--- config.mk ---
export PLATFORM = sky130hd
export DESIGN_NAME = ping_pong_monitor
export DESIGN_NICKNAME = d
export VERILOG_FILES = /design/src/rtl/ping_pong_monitor.sv
export SDC_FILE = /design/constraint.sdc
export NUM_CORES = 1
export LEC_CHECK = 0
export CAP_MARGIN = 25
export CORE_UTILIZATION = 48
export DETAILED_ROUTE_END_ITERATION = 7
export PLACE_DENSITY_LB_ADDON = 0.25
export SYNTH_ARGS = -nofsm -noshare
export SYNTH_HDL_FRONTEND = slang
export SYNTH_SLANG_ARGS = --single-unit
--- constraint.sdc ---
create_clock -name clk -period 2.75 [get_ports clk]
set_input_delay 0.4125 -clock clk [delete_from_list [all_inputs] [get_ports clk]]
set_output_delay 0.4125 -clock clk [all_outputs]
set_load 0.03 [all_outputs]
--- src/rtl/ping_pong_monitor.sv ---
// Receive-side checker for a ping-pong counter stream: recovers direction,
// classifies and counts turnarounds, and flags sample sequences a legal counter cannot produce.
module ping_pong_monitor #(
    parameter int CNT_W = 8
) (
    input  logic             clk,
    input  logic             rst_n,
    input  logic             in_valid,
    input  logic [3:0]       sample,
    input  logic [3:0]       max,
    input  logic [3:0]       min,
    input  logic             clr,
    output logic             dir,
    output logic             dir_valid,
    output logic [CNT_W-1:0] bounce_cnt,
    output logic [CNT_W-1:0] flip_cnt,
    output logic             step_err,
    output logic             err_sticky
);

    typedef enum logic [1:0] {EMPTY, FIRST, TRACK} state_t;

    state_t             state, state_nxt;
    logic [3:0]         prev, prev_nxt;
    logic               dir_nxt, dir_valid_nxt;
    logic [CNT_W-1:0]   bounce_nxt, flip_nxt;
    logic               step_err_nxt, err_sticky_nxt;

    logic               range_ok, in_range, legal;
    logic               step_up, step_dn, step_zero;
    logic signed [4:0]  step;

    function automatic logic [CNT_W-1:0] sat_inc(input logic [CNT_W-1:0] v);
        return (&v) ? v : v + {{(CNT_W-1){1'b0}}, 1'b1};
    endfunction

    // Step is taken in 5-bit signed arithmetic so 15->0 reads as -15, never as a wrap to +1.
    assign step      = $signed({1'b0, sample}) - $signed({1'b0, prev});
    assign step_up   = (step == 5'sd1);
    assign step_dn   = (step == -5'sd1);
    assign step_zero = (step == 5'sd0);
    assign range_ok  = (max > min);
    assign in_range  = (sample >= min) && (sample <= max);

    always_comb begin
        state_nxt      = state;
        prev_nxt       = prev;
        dir_nxt        = dir;
        bounce_nxt     = bounce_cnt;
        flip_nxt       = flip_cnt;
        step_err_nxt   = 1'b0;
        err_sticky_nxt = err_sticky;
        legal          = 1'b0;

        if (in_valid) begin
            prev_nxt = sample;
            if (state == EMPTY) begin
                // With a collapsed range the first sample is taken as the reference unconditionally.
                if (!range_ok || in_range) state_nxt    = FIRST;
                else                       step_err_nxt = 1'b1;
            end else begin
                legal = range_ok ? (in_range && (step_up || step_dn || step_zero)) : step_zero;
                if (!legal) begin
                    step_err_nxt = 1'b1;
                    state_nxt    = in_range ? FIRST : EMPTY;
                end else if (state == FIRST) begin
                    if (step_up) begin
                        dir_nxt   = 1'b1;
                        state_nxt = TRACK;
                    end else if (step_dn) begin
                        dir_nxt   = 1'b0;
                        state_nxt = TRACK;
                    end
                end else if ((step_up && !dir) || (step_dn && dir)) begin
                    dir_nxt = !dir;
                    if ((dir && prev == max) || (!dir && prev == min)) bounce_nxt = sat_inc(bounce_cnt);
                    else                                               flip_nxt   = sat_inc(flip_cnt);
                end
            end
        end

        if (step_err_nxt) err_sticky_nxt = 1'b1;
        // Clear wins over any increment or sticky-set from the same sample.
        if (clr) begin
            bounce_nxt     = '0;
            flip_nxt       = '0;
            err_sticky_nxt = 1'b0;
        end
        dir_valid_nxt = (state_nxt == TRACK);
    end

    always_ff @(posedge clk) begin
        if (!rst_n) begin
            state      <= EMPTY;
            prev       <= 4'd0;
            dir        <= 1'b1;
            dir_valid  <= 1'b0;
            bounce_cnt <= '0;
            flip_cnt   <= '0;
            step_err   <= 1'b0;
            err_sticky <= 1'b0;
        end else begin
            state      <= state_nxt;
            prev       <= prev_nxt;
            dir        <= dir_nxt;
            dir_valid  <= dir_valid_nxt;
            bounce_cnt <= bounce_nxt;
            flip_cnt   <= flip_nxt;
            step_err   <= step_err_nxt;
            err_sticky <= err_sticky_nxt;
        end
    end

endmodule

* Word level (Yosys, flattened, before mapping)
Index checks and enable logic that the tools add are counted. Widths: inputs -> output; s select.
Word-level totals: word-level logic and storage cells 66, output and inout bits 20, register bits 26
Operators by class: mux-type cells 17, add/subtract/negate cells 3, eq/ne operators 7, $lt $le $gt $ge 3, bitwise gates (word level) 6, reduce and logical (&&, ||, !) cells 22
Operator list (number):
- $add 8x1->8 const B | 2
- $reduce_and 8->1 | 2
- $mux 2 | 7
- $reduce_and 7->1 | 2
- $mux 1 | 10
- $eq 4x4->1 | 2
- $logic_and 1x1->1 | 6
- $not 1->1 | 6
- $eq 5x1->1 const B | 1
- $eq 5x2->1 const B | 1
- $logic_not 5->1 | 1
- $logic_or 1x1->1 | 5
- $reduce_and 5->1 | 1
- $sub 4x4->5 | 1
- $ge 4x4->1 | 1
- $gt 4x4->1 | 1
- $le 4x4->1 | 1
- $ne 3x3->1 const B | 1
- $eq 2x1->1 const B | 1
- $eq 2x2->1 const B | 1
- $logic_not 1->1 | 2
- $logic_not 2->1 | 1
- $reduce_bool 2->1 | 1
- $reduce_or 2->1 | 1

* Longest topological paths before layout
Gate-level depths: netlist of run 1.
depth in word-level cells 10, mapped depth 12, depth with buffers taken out 11

* Worst setup path after synthesis of run 1
OpenSTA, ideal clock, no wires.
path type in2reg, from input sample[0], to register bounce_cnt[5], stages 11, slack -0.074 ns, required time 2.619 ns, data arrival time 2.693 ns, path through inv_1 -> ha_1 -> inv_1 -> fa_1 -> nand4b_1 -> a21o_1 -> o32ai_4 -> o2111ai_2 -> buf_4 -> o311ai_2 -> o41ai_2
On the way: cells in the longest elaborated chain, start to end 7
Ends and longest elaborated chain:
- start: declaration | RTL line 9 | input logic [3:0] sample,
- $sub 4x4->5 | RTL line 38 | assign step = $signed({1'b0, sample}) - $signed({1'b0, prev});
- $eq 5x2->1 / $eq 5x1->1 (equally long branches) | RTL line 39, 40
- $logic_or 1x1->1 (2 in series) | RTL line 62 | legal = range_ok ? (in_range && (step_up || step_dn || step_zero)) : step_zero;
- $logic_and 1x1->1 | RTL line 62
- $mux 1 | RTL line 62
- $reduce_and 7->1 (no source line) *
- end signal: assignment | RTL line 107 | bounce_cnt <= bounce_nxt;
- end: declaration | RTL line 15 | output logic [CNT_W-1:0] bounce_cnt,
Every way passes the cells marked *; elsewhere a longest branch is shown, timed or not. A chain may end at the register's enable or synchronous reset.

* Worst setup path in the final report of run 1
from input sample[3], to register bounce_cnt[4]
Same word-level chain as after synthesis.

==> flow_metrics.env, run 1 <==
export IMPL_outcome="finished, final reports clean"
export IMPL_cts_buffers=3
export IMPL_crit_chain="clkdlybuf4s50_1 -> ha_2 -> nor2_1 -> a2111oi_4 -> nand3b_2 -> o32ai_4 -> o2111ai_2 -> buf_6 -> or4_4 -> nand2_1"
export IMPL_final_util_pct=73.6
export IMPL_crit_type="in2reg"
export IMPL_crit_cells=10
export IMPL_ir_worst_vdd_mv=0.222
export IMPL_clock_latency_ns=0.28
export IMPL_yosysUniqueCellTypes=61
export IMPL_numPortBuffers=35
export IMPL_ys_async_sr_fraction_pct=0
export IMPL_fmax_mhz=366
export IMPL_n_antenna_cell=0
export IMPL_dp_cells=350
export IMPL_clock_sinks=26
export IMPL_antenna_found_initial=0
export IMPL_viasPerCell=5.50
export IMPL_worstHoldPathType="in2reg"
export IMPL_rows=23
export IMPL_crit_slowest_cell="clkdlybuf4s50_1"
export IMPL_synth_enable_flop_cells=0
export IMPL_crit_family="simple AND/OR/NAND/NOR gates"
export IMPL_hpwl_um=3890
export IMPL_finalSetupViolations=0
export IMPL_die_area_um2=4550
export IMPL_cp_start_kind="input port"
export IMPL_io_pins=36
export IMPL_syn_num_nets=262
export IMPL_layout_drive_gt1_share_pct=29.4
export IMPL_finalPower_mw=1.06
export IMPL_postRouteAntennaNets=0
export IMPL_wl_um=5130
export IMPL_grt_max_degree=16
export IMPL_synth_seq_cells=26
export IMPL_grt_overflow_total=0
export IMPL_via_count=1975
export IMPL_crit_buf_inv=2
export IMPL_syn2layout_area_growth_pct=45.3
export IMPL_htree_num_levels=1
export IMPL_cp_end_kind="flip-flop"
export IMPL_reg2reg_from="prev[0]$_SDFFE_PN0P_"
export IMPL_die_w_um=67.4
export IMPL_ys_flop_type="dfxtp_1"
export IMPL_power_leakage_nw=1.23
export IMPL_grt_pass1_wl_um=8450
export IMPL_syn_area_um2=2060
export IMPL_fp_dieH_um=67.4
export IMPL_num_nets_final=345
export IMPL_yosys_warnings=0
export IMPL_drtPass1Iterations=4
export IMPL_worst_slew_pin_slew_ns=0.526
export IMPL_startpoint="sample[3]"
export IMPL_grt_pass1_vias=1878
export IMPL_fillers=302
export IMPL_gr_usage_all_layers_pct=24.5
export IMPL_reg2reg_setup_slack_ns=0.05
export IMPL_maxCapViolCount=0
export IMPL_maxSlewHeadroom_pct=64.9
export IMPL_cts_buffer_depth=2
export IMPL_crit_required_ns=2.98
export IMPL_min_period_over_period_pct=99.3
export IMPL_cts_clk_slew_worst_paths_ns=0.10
export IMPL_maxSlewViolCount=0
export IMPL_ff2ff_path_depth=10
export IMPL_arrival_ns=2.96
export IMPL_max_stage_delay_ns=0.50
export IMPL_holdBufCountCts=0
export IMPL_fin_crit_ns=2.73
export IMPL_cp_max_fo=5
export IMPL_post_drt_wl_per_cell_um=14.3
export IMPL_cts_tree="done"
export IMPL_ys_seq_area_share_pct=25.3
export IMPL_r2r_end="bounce_cnt[4]$_SDFFE_PP0P_"
export IMPL_synthCells=227
export IMPL_hold_ws_ns=0.441
export IMPL_power_per_cell_area_nw_per_um2=356
export IMPL_place_congestion=0.891
export IMPL_rsz0062_at_grt="yes"
export IMPL_fin_tns_setup_ns=0
export IMPL_hold_viol=0
export IMPL_root_buffer="clkbuf_8"
export IMPL_setup_worst_path_end="bounce_cnt[4]$_SDFFE_PP0P_"
export IMPL_avgSynthCellArea_um2=9.06
export IMPL_coreArea_um2=4060
export IMPL_start_util_pct=50.7
export IMPL_drt_iter0_markers=122
export IMPL_drc_errors=0
export IMPL_multi_input_area_um2=1520
export IMPL_fin_skew_ns=0.00271
export IMPL_final_instance_count_excl_fill=359
export IMPL_ff_latch_area_um2=522
how the worst min path moves through the flow:
stage | cells after the start | end | start
final | 3 | prev[0]$_SDFFE_PN0P_ | sample[0]
after global routing | 3 | prev[0]$_SDFFE_PN0P_ | sample[0]
after CTS | 3 | prev[0]$_SDFFE_PN0P_ | sample[0]
after detailed placement | 2 | err_sticky$_SDFFE_PP0P_ | err_sticky$_SDFFE_PP0P_
after global placement | 2 | err_sticky$_SDFFE_PP0P_ | err_sticky$_SDFFE_PP0P_
after floorplan | 1 | dir$_SDFFE_PN1P_ | rst_n
layout by cell type (no fill, tap or decap), types with 3 or more instances in the layout:
cell	instances
a21oi_1	6
a31oi_1	3
buf_4	45
clkbuf_8	3
clkdlybuf4s50_1	32
dfxtp_1	25
ha_1	15
inv_1	19
mux2i_1	7
nand2_1	15
nand2b_1	6
nand3_1	7
nand4_1	4
nor2_1	19
nor2b_1	3
o211ai_1	7
o311ai_4	4
o41ai_2	4
or2_2	3
or3_1	3
or4_1	6
xor2_1	11
flip-flops by register name, indices dropped and copies added (netlist names):
register	flops
state	2
prev	4
bounce_cnt	8
step_err	1
err_sticky	1
dir_valid	1
flip_cnt	8
dir	1
kinds of logic (layout without fill, tap and decap cells):
kind of cell	Yosys count	in the layout	synth area share (%)
fa+ha+maj	19	19	11.9
mux	7	7	3.41
xor+xnor	13	13	5.90
compound gates	53	53	25.5
buf+inv	27	109	5.36
flops	26	26	25.3
simple gates	82	82	22.6
synth_stat cells, types with 2 or more instances:
library cell	instances	area [um2]
mux2i_1	7	70.1
or4_1	7	52.6
o21ai_0	4	20.0
and2_1	2	12.5
nand2b_1	6	37.5
clkbuf_1	3	11.3
o311ai_2	3	48.8
o21ai_1	2	10.0
or2_2	3	18.8
nor2b_1	3	18.8
nand4_1	4	25.0
o41ai_2	4	65.1
inv_1	21	78.8
buf_4	2	15.0
o31ai_1	2	15.0
nand3_1	7	35.0
o211ai_1	7	52.6
a41oi_1	2	17.5
xor2_1	11	96.3
or3_1	3	18.8
a211oi_1	3	22.5
nand2_1	15	56.3
ha_1	18	225
dfxtp_1	26	521
a21oi_1	6	30.0
nor2_1	19	71.3
a31oi_1	3	18.8
routing by layer:
layer	track usage, %	part of all wire (%)	vias to the layer above
li1	-	-	1007
met5	0	0	-
met1	32.1	48	926
met3	3.21	3.4	6
met4	7.45	1.3	0
met2	41.6	47	36
tightest hold or removal path, cell delays in order:
cell and delay [ns]:
buf_2 0.12, mux2i_1 0.08, nor2_1 0.08
power breakdown:
part	leakage [nW]	internal [mW]	switching (mW)
Clock	0.0357	0.195	0.132
Combinational	0.985	0.176	0.171
Sequential	0.211	0.384	0.00575
Total	1.23	0.754	0.309
stage by stage:
| stage | instance area (um2) | setup slack (ns) |
|---|---|---|
| 2_1_floorplan | 2110 | 0.00497 |
| 3_3_place_gp | 2820 | -0.620 |
| 3_5_place_dp | 2820 | -0.694 |
| 4_1_cts | 2930 | 0.00710 |
| 5_1_grt | 2990 | -0.123 |
| 6_report | 2990 | 0.0197 |
cell type report:
class / count / area share [%]
clock buffer: 3 / 1.38
clock inverter: 1 / 1.01
inverter: 21 / 2.72
multi-input combinational: 174 / 51.0
sequential: 26 / 17.5
tap: 50 / 2.09
timing repair buffer: 84 / 24.4
repair_timing:
item / 4_1_cts / 5_1_grt
setup buffers: 1 / 3
gates cloned: 1 / 0
pin swaps: 7 / 4
setup endpoints to repair: 22 / 17
resized for setup: 14 / 8
Power figures use the tool's default switching activity.
==> run 2: changes to the inputs <==
Settings changed: CTS_CLUSTER_DIAMETER set to 150.
==> results of run 2 <==
The final DEF is identical to that of run 1; final timing and power are the same.
==> run 3: changes to the inputs <==
Settings changed: RECOVER_POWER set to 100.
==> run 3 against run 2 <==
Wire length fell by 0.29%. Sequential power barely moved. Critical path type unchanged. Worst hold slack barely moved.
==> flow_metrics.env, run 3 (synthesis results as in run 1) <==
export IMPL_drtPass1Iterations=5
export IMPL_place_congestion=0.891
export IMPL_crit_type="in2reg"
export IMPL_cp_end_kind="flip-flop"
export IMPL_worst_slew_pin_slew_ns=0.603
export IMPL_post_drt_wl_per_cell_um=14.2
export IMPL_reg2reg_setup_slack_ns=0.05
export IMPL_cp_max_fo=5
export IMPL_via_count=1964
export IMPL_ir_worst_vdd_mv=0.222
export IMPL_arrival_ns=2.96
export IMPL_grt_use_met2_pct=41.6
export IMPL_gr_usage_met1_pct=32.1
export IMPL_wl_um=5110
export IMPL_power_switching_mw=0.309
export IMPL_grt_pass1_wl_um=8450
export IMPL_reg2reg_from="prev[0]$_SDFFE_PN0P_"
export IMPL_finalSetupViolations=0
export IMPL_drt_iter0_markers=120
export IMPL_finalPower_mw=1.06
export IMPL_fin_crit_ns=2.73
export IMPL_htree_num_levels=1
export IMPL_fin_tns_setup_ns=0
export IMPL_fmax_mhz=366
export IMPL_crit_chain="clkdlybuf4s50_1 -> ha_2 -> nor2_1 -> a2111oi_4 -> nand3b_2 -> o32ai_4 -> o2111ai_2 -> buf_6 -> or4_4 -> nand2_1"
export IMPL_crit_required_ns=2.98
export IMPL_maxSlewHeadroom_pct=59.8
export IMPL_fp_dieH_um=67.4
export IMPL_worstHoldPathType="in2reg"
export IMPL_grt_pass1_vias=1878
export IMPL_grt_overflow_total=0
export IMPL_io_pins=36
export IMPL_postRouteAntennaNets=0
export IMPL_detailedPlace_worstSlack_ns=-0.694
export IMPL_power_per_cell_area_nw_per_um2=356
export IMPL_min_period_over_period_pct=99.2
export IMPL_antenna_found_initial=0
export IMPL_die_area_um2=4550
export IMPL_cp_start_kind="input port"
export IMPL_gr_usage_all_layers_pct=24.5
export IMPL_final_common_cell="buf_4"
export IMPL_num_nets_final=345
export IMPL_power_leakage_nw=1.29
export IMPL_cts_clk_slew_worst_paths_ns=0.10
export IMPL_r2r_end="bounce_cnt[4]$_SDFFE_PP0P_"
export IMPL_outcome="finished, final reports clean"
export IMPL_final_cell_area_um2=2980
export IMPL_ff2ff_path_depth=10
export IMPL_cts_buffer_depth=2
export IMPL_start_util_pct=50.7
export IMPL_crit_buf_inv=2
export IMPL_seqPwrFrac_pct=36.7
export IMPL_whs_path_depth=3
export IMPL_drc_errors=0
export IMPL_syn2layout_area_growth_pct=45.2
export IMPL_max_stage_delay_ns=0.50
export IMPL_clock_sinks=26
export IMPL_final_cell_mix="buf_4, dfxtp_1, dlygate4sd3_1"
export IMPL_die_w_um=67.4
export IMPL_layout_setup_ws_ns=0.0210
export IMPL_placed_cell_area_um2=2820
export IMPL_coreArea_um2=4060
export IMPL_fin_skew_ns=0.00312
export IMPL_root_buffer="clkbuf_8"
export IMPL_viasPerCell=5.47
export IMPL_rows=23
export IMPL_clkPwrFrac_pct=30.9
export IMPL_clock_latency_ns=0.28
export IMPL_busiest_layer="met2"
export IMPL_hold_viol=0
export IMPL_maxSlewViolCount=0
export IMPL_p_int_mw=0.753
export IMPL_grt_max_degree=16
export IMPL_hold_start="sample[0]"
export IMPL_met3_usage_pct=3.21
export IMPL_cts_buffers=3
export IMPL_rsz0062_at_grt="yes"
export IMPL_n_antenna_cell=0
export IMPL_combPwrFrac_pct=32.5
export IMPL_crit_family="simple AND/OR/NAND/NOR gates"
export IMPL_cts_tree="done"
export IMPL_layout_drive_gt1_share_pct=29.1
export IMPL_numPortBuffers=35
export IMPL_p_sw_share_pct=29.1
export IMPL_reg_largest_list="bounce_cnt x8, flip_cnt x8, prev x4"
export IMPL_final_util_pct=73.5
export IMPL_min_to="prev[0]$_SDFFE_PN0P_"
export IMPL_crit_slowest_cell="clkdlybuf4s50_1"
export IMPL_hpwl_um=3890
export IMPL_maxCapViolCount=0
[run 3: layout make-up]
class                   instances  area [um2]
clock buffers                   3        41.3
clock inverters                 1        30.0
fillers                       303        1070
inverters                      21        81.3
multi-input cells             174        1520
flip-flops and latches         26         522
well taps                      50        62.6
repair buffers                 84         724
[run 3: per-layer routing]
layer	wire length, um	up-vias
met1	2460	918
met5	0	-
met3	166	6
met4	65	0
li1	-	1006
met2	2420	34
[run 3: metrics by stage]
stage / std cells / hold slack (ns)
5_1_grt: 359 / 0.491
3_3_place_gp: 350 / 0.454
3_5_place_dp: 350 / 0.461
6_report: 359 / 0.441
4_1_cts: 356 / 0.437
2_1_floorplan: 227 / 0.484
[run 3: worst max path at each step]
stage / from / endpoint / slack (ns) / cells past startpoint
3_5_place_dp: sample[0] / bounce_cnt[4]$_SDFFE_PP0P_ / -0.69 / 13
5_1_grt: min[3] / bounce_cnt[3]$_SDFFE_PP0P_ / -0.12 / 11
2_1_floorplan: sample[0] / bounce_cnt[6]$_SDFFE_PP0P_ / 0.005 / 11
4_1_cts: min[2] / bounce_cnt[4]$_SDFFE_PP0P_ / 0.007 / 11
6_report: sample[3] / bounce_cnt[4]$_SDFFE_PP0P_ / 0.02 / 10
3_3_place_gp: sample[0] / bounce_cnt[4]$_SDFFE_PP0P_ / -0.62 / 13
[run 3: timing repair]
action	CTS	global route
cloned	1	0
endpoints found under the setup margin	22	17
hold endpoints to repair	0	0
hold buffers	0	0
buffers inserted	1	3
gates resized for setup	14	8
pin swaps	7	4
[run 3: power by group through the flow]
stage / clock, mW / combinational, mW / sequential [mW]
floorplan: 0 / 0.173 / 0.402
global placement: 0 / 0.312 / 0.398
detailed placement: 0 / 0.318 / 0.398
CTS: 0.334 / 0.327 / 0.389
global route: 0.349 / 0.374 / 0.391
finish: 0.328 / 0.345 / 0.389
[run 3: tightest hold or removal path, delay by kind of cell]
family,cells,cell delay [ns]
mux,1,0.08
buf+inv,1,0.12
simple gates,1,0.08
